`src/rtl/stream2uart_pkg.sv`:
```
// ============================================================================
// Module      : stream2uart_pkg
// Description : Shared UART transmitter definitions: FSM state encoding,
//               data-bit count and common baud divisors.
// Revision    : 1.0 - initial release
// ============================================================================
`default_nettype none

package stream2uart_pkg;

    typedef enum logic [2:0] {
        S_IDLE   = 3'd0,
        S_START  = 3'd1,
        S_DATA   = 3'd2,
        S_PARITY = 3'd3,
        S_STOP   = 3'd4
    } state_t;

    localparam int c_DATA_BITS = 8;

    // Divisors at a 50 MHz system clock, kept for a future receiver.
    localparam int c_CLKS_115200_50MHZ = 434;
    localparam int c_CLKS_57600_50MHZ  = 868;
    localparam int c_CLKS_9600_50MHZ   = 5208;

endpackage

`default_nettype wire

```
`src/rtl/uart_baud_gen.sv`:
```
// ============================================================================
// Module      : uart_baud_gen
// Description : Bit-period counter; pulses bit_done on the last cycle of a bit.
// Revision    : 1.0 - initial release
// ============================================================================
`default_nettype none

module uart_baud_gen #(
    parameter int CLKS_PER_BIT = 434
) (
    input  logic clk,
    input  logic rst_n,
    input  logic clear,
    output logic bit_done
);

    localparam int unsigned c_CW = $clog2(CLKS_PER_BIT);
    localparam logic [c_CW-1:0] c_LAST = c_CW'(CLKS_PER_BIT - 1);

    logic [c_CW-1:0] r_cnt;
    logic            w_last;

    assign w_last   = (r_cnt == c_LAST);
    assign bit_done = w_last && !clear;

    always_ff @(posedge clk or negedge rst_n) begin
        if (!rst_n) begin
            r_cnt <= '0;
        end else if (clear || w_last) begin
            r_cnt <= '0;
        end else begin
            r_cnt <= r_cnt + 1'b1;
        end
    end

endmodule

`default_nettype wire

```
`src/rtl/stream2uart.sv`:
```
// ============================================================================
// Module      : stream2uart
// Description : AXI-Stream byte sink serialising each byte as a UART frame.
//               Define STREAM2UART_PARITY_EN to insert a parity bit.
// Revision    : 1.0 - initial release
// ============================================================================
`default_nettype none

module stream2uart
    import stream2uart_pkg::*;
#(
    parameter int CLKS_PER_BIT = 434,
    parameter int STOP_BITS    = 1,
    parameter int PARITY_ODD   = 0
) (
    input  logic       clk,
    input  logic       rst_n,
    input  logic [7:0] s_tdata,
    input  logic       s_tvalid,
    output logic       s_tready,
    output logic       tx,
    output logic       busy
);

    state_t      r_state;
    state_t      w_state_nxt;
    logic [7:0]  r_shift;
    logic [7:0]  w_shift_nxt;
    logic [2:0]  r_bit_idx;
    logic [2:0]  w_idx_nxt;
    logic        r_tx;
    logic        w_tx_nxt;
    logic        r_ready;
    logic        r_busy;
    logic        w_hs;
    logic        w_bit_done;
    logic        w_clear;

    assign w_hs     = s_tvalid && r_ready;
    assign w_clear  = (r_state == S_IDLE);
    assign s_tready = r_ready;
    assign tx       = r_tx;
    assign busy     = r_busy;

    uart_baud_gen #(
        .CLKS_PER_BIT (CLKS_PER_BIT)
    ) u_baud (
        .clk      (clk),
        .rst_n    (rst_n),
        .clear    (w_clear),
        .bit_done (w_bit_done)
    );

`ifdef STREAM2UART_PARITY_EN
    logic r_parity;

    // Parity is taken from the byte as accepted, before shifting destroys it.
    always_ff @(posedge clk or negedge rst_n) begin
        if (!rst_n) begin
            r_parity <= 1'b0;
        end else if (w_hs) begin
            r_parity <= (^s_tdata) ^ (PARITY_ODD != 0);
        end
    end
`endif

    always_comb begin
        w_state_nxt = r_state;
        w_shift_nxt = r_shift;
        w_idx_nxt   = r_bit_idx;
        case (r_state)
            S_IDLE: begin
                if (w_hs) begin
                    w_state_nxt = S_START;
                    w_shift_nxt = s_tdata;
                    w_idx_nxt   = '0;
                end
            end
            S_START: begin
                if (w_bit_done) w_state_nxt = S_DATA;
            end
            S_DATA: begin
                if (w_bit_done) begin
                    if (r_bit_idx == 3'(c_DATA_BITS - 1)) begin
`ifdef STREAM2UART_PARITY_EN
                        w_state_nxt = S_PARITY;
`else
                        w_state_nxt = S_STOP;
`endif
                        w_idx_nxt   = '0;
                    end else begin
                        w_idx_nxt   = r_bit_idx + 1'b1;
                        w_shift_nxt = {1'b0, r_shift[7:1]};
                    end
                end
            end
`ifdef STREAM2UART_PARITY_EN
            S_PARITY: begin
                if (w_bit_done) w_state_nxt = S_STOP;
            end
`endif
            S_STOP: begin
                if (w_bit_done) begin
                    if (r_bit_idx == 3'(STOP_BITS - 1)) begin
                        w_state_nxt = S_IDLE;
                        w_idx_nxt   = '0;
                    end else begin
                        w_idx_nxt   = r_bit_idx + 1'b1;
                    end
                end
            end
            default: w_state_nxt = S_IDLE;
        endcase

        // tx is registered from the next state so the line changes with the state.
        w_tx_nxt = 1'b1;
        case (w_state_nxt)
            S_START:  w_tx_nxt = 1'b0;
            S_DATA:   w_tx_nxt = w_shift_nxt[0];
`ifdef STREAM2UART_PARITY_EN
            S_PARITY: w_tx_nxt = r_parity;
`endif
            default:  w_tx_nxt = 1'b1;
        endcase
    end

    always_ff @(posedge clk or negedge rst_n) begin
        if (!rst_n) begin
            r_state   <= S_IDLE;
            r_shift   <= '0;
            r_bit_idx <= '0;
            r_tx      <= 1'b1;
            r_ready   <= 1'b0;
            r_busy    <= 1'b0;
        end else begin
            r_state   <= w_state_nxt;
            r_shift   <= w_shift_nxt;
            r_bit_idx <= w_idx_nxt;
            r_tx      <= w_tx_nxt;
            r_ready   <= (w_state_nxt == S_IDLE);
            r_busy    <= (w_state_nxt != S_IDLE);
        end
    end

endmodule

`default_nettype wire
```
`config.mk`:
```
export PLATFORM = sky130hd
export DESIGN_NAME = stream2uart
export DESIGN_NICKNAME = d
export VERILOG_FILES = /design/src/rtl/stream2uart_pkg.sv /design/src/rtl/uart_baud_gen.sv /design/src/rtl/stream2uart.sv
export SDC_FILE = /design/constraint.sdc
export NUM_CORES = 1
export LEC_CHECK = 0
export ABC_AREA = 1
export BUFFER_PORTS_ARGS = -buffer_cell sky130_fd_sc_hd__buf_2
export CAP_MARGIN = 15
export CORE_ASPECT_RATIO = 0.75
export CORE_MARGIN = 2
export CORE_UTILIZATION = 40
export CTS_BUF_LIST = sky130_fd_sc_hd__clkbuf_4 sky130_fd_sc_hd__clkbuf_8 sky130_fd_sc_hd__clkbuf_16
export CTS_CLUSTER_DIAMETER = 40
export DETAILED_ROUTE_END_ITERATION = 8
export GPL_TIMING_DRIVEN = 1
export HOLD_SLACK_MARGIN = 0.08
export PLACE_DENSITY = 0.61
export SLEW_MARGIN = 15
export SYNTH_ARGS = -nofsm -noshare
export SYNTH_HDL_FRONTEND = slang
export SYNTH_SLANG_ARGS = --single-unit
export TNS_END_PERCENT = 10
```
`constraint.sdc`:
```
create_clock -name clk -period 1.4 [get_ports clk]
set_input_delay 0.07 -clock clk [delete_from_list [all_inputs] [get_ports clk]]
set_output_delay 0.07 -clock clk [all_outputs]
set_load 0.02 [all_outputs]
```
==> results by group, run 1 <==
Critical path
  • CP Max Fanout: 7
  • Setup Crit Path Kind: flip-flop to flip-flop
  • Worst Path Required: 1580 ps
  • Worst Reg2Reg Path Length in Cells: 11
  • Crit start category: flip-flop
  • CP Data Arrival Time: between 1500 and 2000 ps
  • Worst setup EP type: flip-flop

Yosys
  • EDFF count, synth: 0
  • Top cells by count, synth: nand2_1 (50), dfrtp_1 (25), nand3_1 (15)
  • Largest area contributor in the netlist: dfrtp_1
  • Post-Syn Nets: approximately 170
  • XOR/XNOR Fraction of Synth Area: 0
  • Post-synthesis adder-cell area fraction: 0.0469
  • Ys flop type: dfrtp_1
  • Synth cell types: 25
  • Most frequent cell after synthesis: nand2_1
  • Share of the synthesized area in the top cell type: 0.469
  • Synth warnings: 0
  • Average size of a mapped cell: around 8.4 um^2
  • Synth Area in Simple Gates: 0.346
  • Seq/Total Area, Yosys: 0.489
  • Compound-cell area share of the yosys netlist: 0.0667
  • FFs w/ async S/R, synth: 1.00
  • Mapped Area: 1330 um^2
  • Multiplexer share of the synthesized area: 0
  • Largest family of logic cells by synthesized area: simple AND/OR/NAND/NOR gates
  • Synthesized flop and latch total: 26
  • Post-Synthesis Cells: 158
  • Area contributors post-synth: dfrtp_1 (47%), nand2_1 (14%), nand3_1 (5.6%)

Floorplanning
  • Height of the die: 54.0 um
  • Boundary pin count: 14
  • Core footprint: roughly 3200 um^2
  • Die X: between 70 and 80 um
  • Die area: 3810 um^2
  • Initial Util: 0.411
  • Row count: 18

Layout
  • Finished Cell Area: about 1800 um^2
  • N_diodes: 0
  • Area Overhead vs Synth: 34.5%
  • Fill count: around 300
  • Share of cells above drive strength 1: 0.343
  • Post-Layout Cell Count: 238
  • # nets final: 215
  • Final Util: 0.552

Timing
  • Worst slew pin tran: 576 ps
  • Final Cycle Share: 1.06
  • Pins Over Slew Limit: 0
  • Skew final: 7.87 ps
  • Endpoints failing setup: 11
  • Unrepaired setup endpoints after global routing: true
  • F_max: a little under 0.7 GHz
  • Setup WS post-layout: -77.3 ps
  • Fin crit period: between 1000 and 1500 ps
  • Rel. slew slack: 0.616
  • Hold Violations, Final: 0

Detailed routing
  • DR vias/cell: 4.82
  • Via count: around 1,100
  • Routed WL: approximately 2800 um
  • Final ANT Viol Nets: 0
  • DRT Pass-1 Iters: 4
  • Avg WL per Cell: 11.8 um
  • Initial drt markers: 61
  • Drt drc: 0

Power
  • Internal power: 1.03 mW
  • Psw: between 0.2 and 0.3 mW
  • Comb pwr share: 0.037
  • Clock group share of total power: 0.376
  • Total power: 1.28 mW
  • Peak supply drop: 0.000348 V
  • PwrDens: between 700 and 800 nW/um^2
  • Sw frac: 0.196
  • Seq pwr share: 0.587
  • Lkg Pwr: 0.892 nW

Clock network
  • Clock transition at path regs: ~90 ps
  • CTS tree: built
  • Num Clock Sinks: 26
  • Clock buffer count from CTS: 3
  • Worst-case clock buffer depth: 2
  • Later-pin clock latency in the skew report: 270 ps
  • Root Driver: clkbuf_8
  • CTS H-Tree Depth: 1

GRT
  • Pin count of the biggest net entering global routing: 27
  • Vias in the first global route: 1,060
  • Initial antenna violation count: 0
  • First-pass GRT wire length: 4570 um
  • Grt total ovfl: 0
  • GR Util All Layers: 0.157

Status
  • Failing checks: negative setup slack
  • Status: finished, violations left

Min path
  • Hold path depth: 3
  • Worst hold path type: input port to flip-flop

Run
  • Maxcap violations: 0

Placement
  • Cell total after placement: 221
  • Gp weighted congestion: 0.809
  • Port Buffers: 13
  • DP Area: around 1500 um^2
  • Detailed placer's ending HPWL: 2000 um
power by group through the flow:
stage | Clock (mW) | Sequential, mW | Combinational (mW)
after detailed placement | 0 | 0.765 | 0.0290
after CTS | 0.498 | 0.750 | 0.0478
after global routing | 0.539 | 0.751 | 0.0536
after global placement | 0 | 0.765 | 0.0280
after floorplan | 0 | 0.765 | 0.0000292
final | 0.481 | 0.750 | 0.0470
routing by layer:
layer,routed length (um),GRT usage,part of all wire,up-vias
met5,0,0,0,-
met4,7,0.0189,0.0025,0
met3,107,0.0449,0.038,2
met2,1310,0.274,0.47,25
met1,1380,0.205,0.49,528
li1,-,-,-,591
critical path: stages (launching register included):
cell	delay (ps)
dfrtp_1	410
inv_1	60
ha_2	160
nand2_2	60
nor2_4	110
nand2_4	110
nand2_4	100
nand3_4	90
nor2_4	90
inv_2	50
nor2_4	80
inv_2	30
cells by family (layout without fill, tap and decap cells):
group / after synthesis / in the layout
buf+inv: 18 / 58
flops: 26 / 26
simple gates: 94 / 94
fa+ha+maj: 5 / 5
compound gates: 15 / 15
metrics by stage:
stage	setup TNS [ps]	setup slack (ps)	hold WS, ps
2_1_floorplan	0	37.6	-226
3_3_place_gp	-374	-68.0	97.5
3_5_place_dp	-1220	-133	107
4_1_cts	-830	-113	191
5_1_grt	-1990	-164	243
6_report	-325	-77.3	226
final cells by class:
| type | instances | area, um^2 | area share |
|---|---|---|---|
| Timing Repair Buffer | 36 | 260 | 0.145 |
| Multi-Input combinational cell | 114 | 707 | 0.395 |
| Sequential cell | 26 | 652 | 0.364 |
| Inverter | 18 | 67.6 | 0.0377 |
| Clock buffer | 4 | 55.1 | 0.0307 |
| Tap cell | 40 | 50.0 | 0.0279 |
what timing repair did:
item,4_1_cts,5_1_grt
hold endpoints to repair,33,0
buffers inserted,2,2
hold buffers,9,0
pin swaps,4,5
resized for setup,9,12
setup endpoints to repair,21,25
layout by cell type (no fill, tap or decap), types with 2 or more instances in the layout:
cell,count
nor2_1,6
ha_1,2
o21ai_2,2
nand3_1,12
inv_1,11
clkbuf_8,4
buf_2,13
o21ai_0,4
buf_4,14
nand3_2,3
nor3_1,4
nor2_2,2
inv_2,7
dfrtp_1,25
nand2_2,5
ha_2,2
dlygate4sd3_1,9
nor2_4,6
o21ai_1,2
a21oi_1,5
nand2_4,2
nor3_2,2
nand2_1,46
final timing paths:
check | endpoint | from | slack (ps)
hold / removal | r_state[0]$_DFF_PN0_ | s_tvalid | 230
min in group asynchronous | r_bit_idx[2]$_DFFE_PN0P_ | rst_n | 330
setup / recovery | busy$_DFF_PN0_ | u_baud.r_cnt[1]$_DFF_PN0_ | -80
hold reg to reg | r_shift[7]$_DFFE_PN0P_ | r_shift[7]$_DFFE_PN0P_ | 490
setup reg to reg | busy$_DFF_PN0_ | u_baud.r_cnt[1]$_DFF_PN0_ | -80
max in group asynchronous | u_baud.r_cnt[6]$_DFF_PN0_ | rst_n | 690
registers in the layout, summed over array words and instances, names as in the netlist:
name,cells
r_state,3
tx,1
r_bit_idx,3
busy,1
s_tready,1
r_shift,8
u_baud.r_cnt,9
Note: power is estimated with default switching activity, not from simulation.
==> run 2, diff against run 1 <==
--- a/config.mk
+++ b/config.mk
@@ -8,7 +8,7 @@
 export ABC_AREA = 1
 export BUFFER_PORTS_ARGS = -buffer_cell sky130_fd_sc_hd__buf_2
 export CAP_MARGIN = 15
-export CORE_ASPECT_RATIO = 0.75
+export CORE_ASPECT_RATIO = 1.1
 export CORE_MARGIN = 2
 export CORE_UTILIZATION = 40
 export CTS_BUF_LIST = sky130_fd_sc_hd__clkbuf_4 sky130_fd_sc_hd__clkbuf_8 sky130_fd_sc_hd__clkbuf_16
@@ -16,7 +16,8 @@
 export DETAILED_ROUTE_END_ITERATION = 8
 export GPL_TIMING_DRIVEN = 1
 export HOLD_SLACK_MARGIN = 0.08
-export PLACE_DENSITY = 0.61
+export MAX_ROUTING_LAYER = met4
+export PLACE_DENSITY = 0.59
 export SLEW_MARGIN = 15
 export SYNTH_ARGS = -nofsm -noshare
 export SYNTH_HDL_FRONTEND = slang
==> constraint.sdc (replaced) <==
create_clock -name clk -period 1.75 [get_ports clk]
set_input_delay 0.0875 -clock clk [delete_from_list [all_inputs] [get_ports clk]]
set_output_delay 0.0875 -clock clk [all_outputs]
set_load 0.02 [all_outputs]
==> run 2 against run 1 <==
Compared with the run above: the flow now finishes without violations; via count decreased by 4.5%; clock skew decreased by 4.3 ps; critical endpoint is now r_shift[2]$_DFFE_PN0P_; sequential power decreased by 20%; global-route usage increased by 0.99 points; core utilization decreased by 4.9 points; highest routed layer unchanged.
==> results by group, run 2 (synthesis gave the netlist of run 1 again) <==
Floorplanning
  • Height of the die: 64.5 um (+20%)
  • Die area: 3810 um^2 (-0.11%)
  • Die X: 59.0 um (-16%)
  • Initial Util: 0.430 (+0.0189)
  • Boundary pin count: 14 (unchanged)
  • Row count: 21 (+3)
  • Core footprint: 3100 um^2 (-4.4%)

Layout
  • Sequential Area: 652 um^2 (unchanged)
  • Area Overhead vs Synth: 17.1%
  • Regs by FF count: u_baud.r_cnt (9), r_shift (8)
  • Multi-input gate area: 613 um^2 (-13%)
  • Share of cells above drive strength 1: 0.212 (-0.131)
  • N_diodes: 0 (unchanged)
  • # nets final: 201 (-6.5%)
  • Most frequent cells in the layout: nand2_1 (50), dfrtp_1 (25), nand3_1 (15)
  • Fill count: 304 (-1.3%)
  • Reg with most FFs: u_baud.r_cnt
  • Commonest non-fill, non-tap cell in the layout: nand2_1
  • Finished Cell Area: 1560 um^2 (-13%)
  • Max FFs per register: 9 (unchanged)

Critical path
  • CP Max Fanout: 6 (-1)
  • Setup Crit Path Kind: flip-flop to flip-flop
  • Worst setup EP type: flip-flop
  • Crit start category: flip-flop
  • CP Data Arrival Time: 1800 ps (+150 ps)
  • Worst Path Required: 2010 ps (+430 ps)

Power
  • Total power: 0.919 mW (-28%)
  • PwrDens: 589 nW/um^2 (-18%)
  • Peak supply drop: 0.000410 V (+18%)
  • Lkg Pwr: 0.803 nW (-10%)

Clock network
  • Worst-case clock buffer depth: 2 (unchanged)
  • Post-CTS setup buffers: 0 (-2)
  • Post-CTS sizing: 0 (-9)
  • CTS H-Tree Depth: 1 (unchanged)
  • Later-pin clock latency in the skew report: 310 ps (+40 ps)
  • Root Driver: clkbuf_4
  • Num Clock Sinks: 26 (unchanged)
  • CTS tree: built
  • Hold_buf cts: 9 (unchanged)
  • Clock transition at path regs: 140 ps (+50 ps)
  • Clock buffer count from CTS: 3 (unchanged)

Timing
  • Unrepaired setup endpoints after global routing: false
  • Setup TNS: 0 ps (+325 ps)
  • Pins Over Slew Limit: 0 (unchanged)
  • Hold Violations, Final: 0 (unchanged)
  • Rel. slew slack: 0.613 (-0.00350)
  • Fin crit period: 1540 ps (+58.8 ps)
  • Skew final: 3.54 ps (-4.33 ps)
  • F_max: 0.651 GHz (-3.8%)
  • Final Cycle Share: 0.878 (-0.177)
  • Endpoints failing setup: 0 (-11)
  • Setup WS post-layout: 214 ps (+291 ps)
  • Worst slew pin tran: 581 ps (+5.24 ps)

Detailed routing
  • DR vias/cell: 5.02 (+4.3%)
  • Drt drc: 0 (unchanged)
  • Avg WL per Cell: 12.1 um (+2.9%)
  • Via count: 1,095 (-4.5%)
  • Initial drt markers: 50 (-18%)
  • Routed WL: 2650 um (-5.7%)
  • Final ANT Viol Nets: 0 (unchanged)
  • DRT Pass-1 Iters: 4 (unchanged)

GRT
  • GR Util All Layers: 0.167 (+0.00992)
  • Pin count of the biggest net entering global routing: 27 (unchanged)
  • First-pass GRT wire length: 4880 um (+6.6%)
  • Vias in the first global route: 1,121 (+5.8%)
  • Grt total ovfl: 0 (unchanged)
  • Initial antenna violation count: 0 (unchanged)

Placement
  • DP Area: 1440 um^2 (-5.4%)
  • Port Buffers: 13 (unchanged)
  • Gp weighted congestion: 0.848 (+4.8%)
  • Pre-CTS setup slack: 235 ps (+368 ps)
  • Detailed placer's ending HPWL: 1950 um (-2.4%)

Min path
  • Worst hold path type: input port to flip-flop

Status
  • Status: finished, final reports clean

Run
  • Maxcap violations: 0 (unchanged)
==> run 2: cell types whose count changed in the layout (fill, tap and decap cells not counted), moves of 3 or more <==
cell	before	now
clkbuf_4	0	4
ha_1	2	5
clkbuf_8	4	0
buf_4	14	0
nand2_2	5	2
nand2_1	46	50
nand3_1	12	15
==> run 2: routing by layer <==
layer | vias to the layer above | routed length, um | part of all wire | GRT usage
li1 | 562 | - | - | -
met3 | 4 | 45 | 0.017 | 0.0319
met2 | 11 | 1300 | 0.49 | 0.275
met4 | 0 | 37 | 0.014 | 0.0511
met1 | 518 | 1260 | 0.48 | 0.207
met5 | - | 0 | 0 | -
==> run 2: layout make-up <==
type                            instances  area share
Tap cell                               34      0.0273
Sequential cell                        26       0.418
Clock buffer                            4      0.0192
Multi-Input combinational cell        114       0.393
Inverter                               18      0.0433
Timing Repair Buffer                   22      0.0994
==> run 2: metrics by stage <==
step	hold slack (ps)	std cells	util
detailed placement	127	205	0.464
finish	122	218	0.503
global placement	122	205	0.464
global route	130	218	0.503
floorplan	-208	158	-
CTS	118	218	0.503
==> run 2: path summary, 6_finish.rpt <==
kind / endpoint / slack, ps / from / cells past startpoint
max in group asynchronous: tx$_DFF_PN1_ / 1090 / rst_n / 2
min in group asynchronous: r_bit_idx[2]$_DFFE_PN0P_ / 280 / rst_n / 2
min reg2reg: r_shift[7]$_DFFE_PN0P_ / 500 / r_shift[7]$_DFFE_PN0P_ / 2
max reg2reg: r_shift[2]$_DFFE_PN0P_ / 210 / r_bit_idx[0]$_DFFE_PN0P_ / 7
min: r_state[0]$_DFF_PN0_ / 120 / s_tvalid / 3
max: r_shift[2]$_DFFE_PN0P_ / 210 / r_bit_idx[0]$_DFFE_PN0P_ / 7
==> run 2: where the power goes <==
group | switching [mW] | internal, mW
logic | 0.0166 | 0.0207
clock network | 0.176 | 0.105
registers | 0 | 0.601
total | 0.192 | 0.726
==> run 2: worst max-delay path, cell delays in order, from the launching register on <==
cell and delay (ps):
dfrtp_1 430, ha_1 210, ha_1 210, inv_1 80, nand2_1 120, nor2_2 270
nand2_1 90, nand3_1 90
==> run 3, diff against run 2 <==
--- a/config.mk
+++ b/config.mk
@@ -17,7 +17,7 @@
 export GPL_TIMING_DRIVEN = 1
 export HOLD_SLACK_MARGIN = 0.08
 export MAX_ROUTING_LAYER = met4
-export PLACE_DENSITY = 0.59
+export PLACE_DENSITY = 0.61
 export SLEW_MARGIN = 15
 export SYNTH_ARGS = -nofsm -noshare
 export SYNTH_HDL_FRONTEND = slang
==> constraint.sdc (replaced) <==
create_clock -name clk -period 1.3 [get_ports clk]
set_input_delay 0.065 -clock clk [delete_from_list [all_inputs] [get_ports clk]]
set_output_delay 0.065 -clock clk [all_outputs]
set_load 0.02 [all_outputs]
==> run 3 against run 2 <==
Compared with the run above: the run now ends with negative setup slack left; critical endpoint is now busy$_DFF_PN0_; register-to-register slack got worse by 430 ps; routed wire length rose by 8.2%; clock skew rose by 8.9 ps; largest cell class is now multi-input combinational cells; maximum frequency rose by 1.3%; non-clock buffer count rose by 26.
==> results by group, run 3 (synthesis gave the netlist of run 1 again) <==
Layout
  • # nets final: 227 (+13%)
  • N_diodes: 0 (unchanged)
  • Reg with most FFs: u_baud.r_cnt
  • Most frequent cells in the layout: nand2_1 (47), dfrtp_1 (25), buf_4 (25)
  • Fill count: 278 (-8.6%)
  • Max FFs per register: 9 (unchanged)
  • Share of cells above drive strength 1: 0.367 (+0.155)
  • Post-Layout Cell Count: 244 (+12%)
  • Final Util: 0.601 (+0.0981)
  • Commonest non-fill, non-tap cell in the layout: nand2_1
  • Regs by FF count: u_baud.r_cnt (9), r_shift (8)
  • Area Overhead vs Synth: 39.9%

Critical path
  • Max stage delay on crit path: 430 ps (about the same)
  • Worst-path cell chain: inv_1, ha_2, nand2_2, nor2_4, nand2_4, nand2_4, nand3_4, nor2_4, inv_2, nor2_4, inv_2
  • Worst setup EP type: flip-flop
  • Worst Path Required: 1530 ps (-480 ps)
  • Reg2Reg Launch Point: u_baud.r_cnt[1]$_DFF_PN0_
  • Crit-path slowest cell: dfrtp_1
  • Delay-heaviest family, CP: simple AND/OR/NAND/NOR gates
  • Setup Crit Path Kind: flip-flop to flip-flop
  • CP Launch Point: u_baud.r_cnt[1]$_DFF_PN0_
  • Crit start category: flip-flop
  • CP Max Fanout: 7 (+1)
  • CP Data Arrival Time: 1740 ps (-60 ps)
  • CP Buf/Inv Count: 3 (+2)
  • Most frequent CP cell: nor2_4

Clock network
  • Later-pin clock latency in the skew report: 320 ps (about the same)
  • Num Clock Sinks: 26 (unchanged)
  • Clock buffer count from CTS: 3 (unchanged)
  • Clock transition at path regs: 150 ps (about the same)
  • CTS H-Tree Depth: 1 (unchanged)
  • Root Driver: clkbuf_4
  • Worst-case clock buffer depth: 2 (unchanged)
  • CTS tree: built

Floorplanning
  • Core footprint: 3100 um^2 (unchanged)
  • Die X: 59.0 um (unchanged)
  • Boundary pin count: 14 (unchanged)
  • Row count: 21 (unchanged)
  • Height of the die: 64.5 um (unchanged)
  • Die area: 3810 um^2 (unchanged)
  • Initial Util: 0.430 (unchanged)

Timing
  • Unrepaired setup endpoints after global routing: true
  • Worst slew pin tran: 569 ps (-11.8 ps)
  • Hold Violations, Final: 0 (unchanged)
  • F_max: 0.659 GHz (+1.3%)
  • Fin crit period: 1520 ps (-19.6 ps)
  • Pins Over Slew Limit: 0 (unchanged)
  • Final Cycle Share: 1.17 (+0.289)
  • Rel. slew slack: 0.621 (+0.00786)
  • Setup WS post-layout: -217 ps (-430 ps)
  • Skew final: 12.5 ps (+8.91 ps)
  • Endpoints failing setup: 25 (+25)

Detailed routing
  • Avg WL per Cell: 11.7 um (-3.4%)
  • Initial drt markers: 28 (-44%)
  • DRT Pass-1 Iters: 4 (unchanged)
  • DR vias/cell: 4.87 (-3.1%)
  • Via count: 1,188 (+8.5%)
  • Final ANT Viol Nets: 0 (unchanged)
  • Drt drc: 0 (unchanged)
  • Routed WL: 2860 um (+8.2%)

Power
  • Internal power: 1.15 mW (+58%)
  • Comb pwr share: 0.035 (-0.006)
  • Psw: 0.264 mW (+37%)
  • Clock group share of total power: 0.392 (+0.087)
  • Sw frac: 0.187 (-0.0223)
  • Peak supply drop: 0.000515 V (+26%)
  • PwrDens: 758 nW/um^2 (+29%)
  • Total power: 1.41 mW (+54%)
  • Lkg Pwr: 0.957 nW (+19%)
  • Seq pwr share: 0.573 (-0.081)

GRT
  • Pin count of the biggest net entering global routing: 27 (unchanged)
  • Grt total ovfl: 0 (unchanged)
  • Initial antenna violation count: 0 (unchanged)
  • Met3 Resource Use GR: 0.0359 (+0.00399)
  • First-pass GRT wire length: 5090 um (+4.4%)
  • GR Layer Usage met1: 0.242 (+0.0356)
  • Met2 global-route usage: 0.258 (-0.0167)
  • GR Util All Layers: 0.180 (+0.0123)
  • Most Crowded Layer GR: met2
  • Vias in the first global route: 1,178 (+5.1%)

Run
  • Maxcap violations: 0 (unchanged)

Placement
  • Detailed placer's ending HPWL: 2010 um (+3.1%)
  • Cell total after placement: 228 (+11%)
  • Gp weighted congestion: 0.935 (+10%)
  • Port Buffers: 13 (unchanged)
  • Pre-CTS setup slack: -199 ps (-434 ps)

Status
  • Status: finished, violations left
  • Failing checks: negative setup slack

Min path
  • Worst hold path type: input port to flip-flop
  • Hold Path Origin: s_tvalid
[run 3: layout make-up]
cell class	instances	area, um^2	share of cell area
clock buffer	3	22.5	0.0121
clock inverter	1	30.0	0.0161
inverter	18	67.6	0.0362
multi-input combinational	114	696	0.373
sequential	26	652	0.350
tap	34	42.5	0.0228
timing repair buffer	48	354	0.190
[run 3: routing by layer]
layer  share of wire  wire length, um
met5               0                0
met4           0.012               33
met3           0.021               60
met2            0.49             1420
met1            0.47             1350
[run 3: through the flow]
step	setup TNS (ps)	hold WS [ps]	cell area, um^2
6_report	-3520	133	1860
5_1_grt	-6190	150	1860
4_1_cts	-3400	97.5	1820
3_5_place_dp	-3180	100	1610
3_3_place_gp	-2960	100	1610
2_1_floorplan	-217	-231	1330
[run 3: repair_timing]
action | 4_1_cts | 5_1_grt
endpoints found under the hold margin | 33 | 0
hold buffers | 9 | 0
setup endpoints to repair | 25 | 26
gates resized for setup | 12 | 8
setup buffers | 2 | 1
pin swaps | 4 | 7
[run 3: final timing paths]
path                                                   to  slack, ps  cells after the start
worst min-delay path                 r_state[0]$_DFF_PN0_        130                      3
max in group asynchronous                    tx$_DFF_PN1_        660                      2
min in group asynchronous       u_baud.r_cnt[3]$_DFF_PN0_        240                      2
worst min register to register     r_shift[6]$_DFFE_PN0P_        510                      2
worst max register to register             busy$_DFF_PN0_       -220                     11
worst max-delay path                       busy$_DFF_PN0_       -220                     11
[run 3: worst register-to-register path, cell delays in order (launching register included)]
cell and delay [ps]:
dfrtp_1 430, inv_1 70, ha_2 170, nand2_2 60, nor2_4 130, nand2_4 110, nand2_4 100, nand3_4 100
nor2_4 90, inv_2 50, nor2_4 80, inv_2 30
[run 3: power by group through the flow]
stage | Combinational (mW) | Sequential, mW | Clock [mW]
4_1_cts | 0.0511 | 0.809 | 0.574
5_1_grt | 0.0567 | 0.810 | 0.611
2_1_floorplan | 0.0000315 | 0.824 | 0
6_report | 0.0498 | 0.809 | 0.554
3_3_place_gp | 0.0303 | 0.824 | 0
3_5_place_dp | 0.0305 | 0.824 | 0
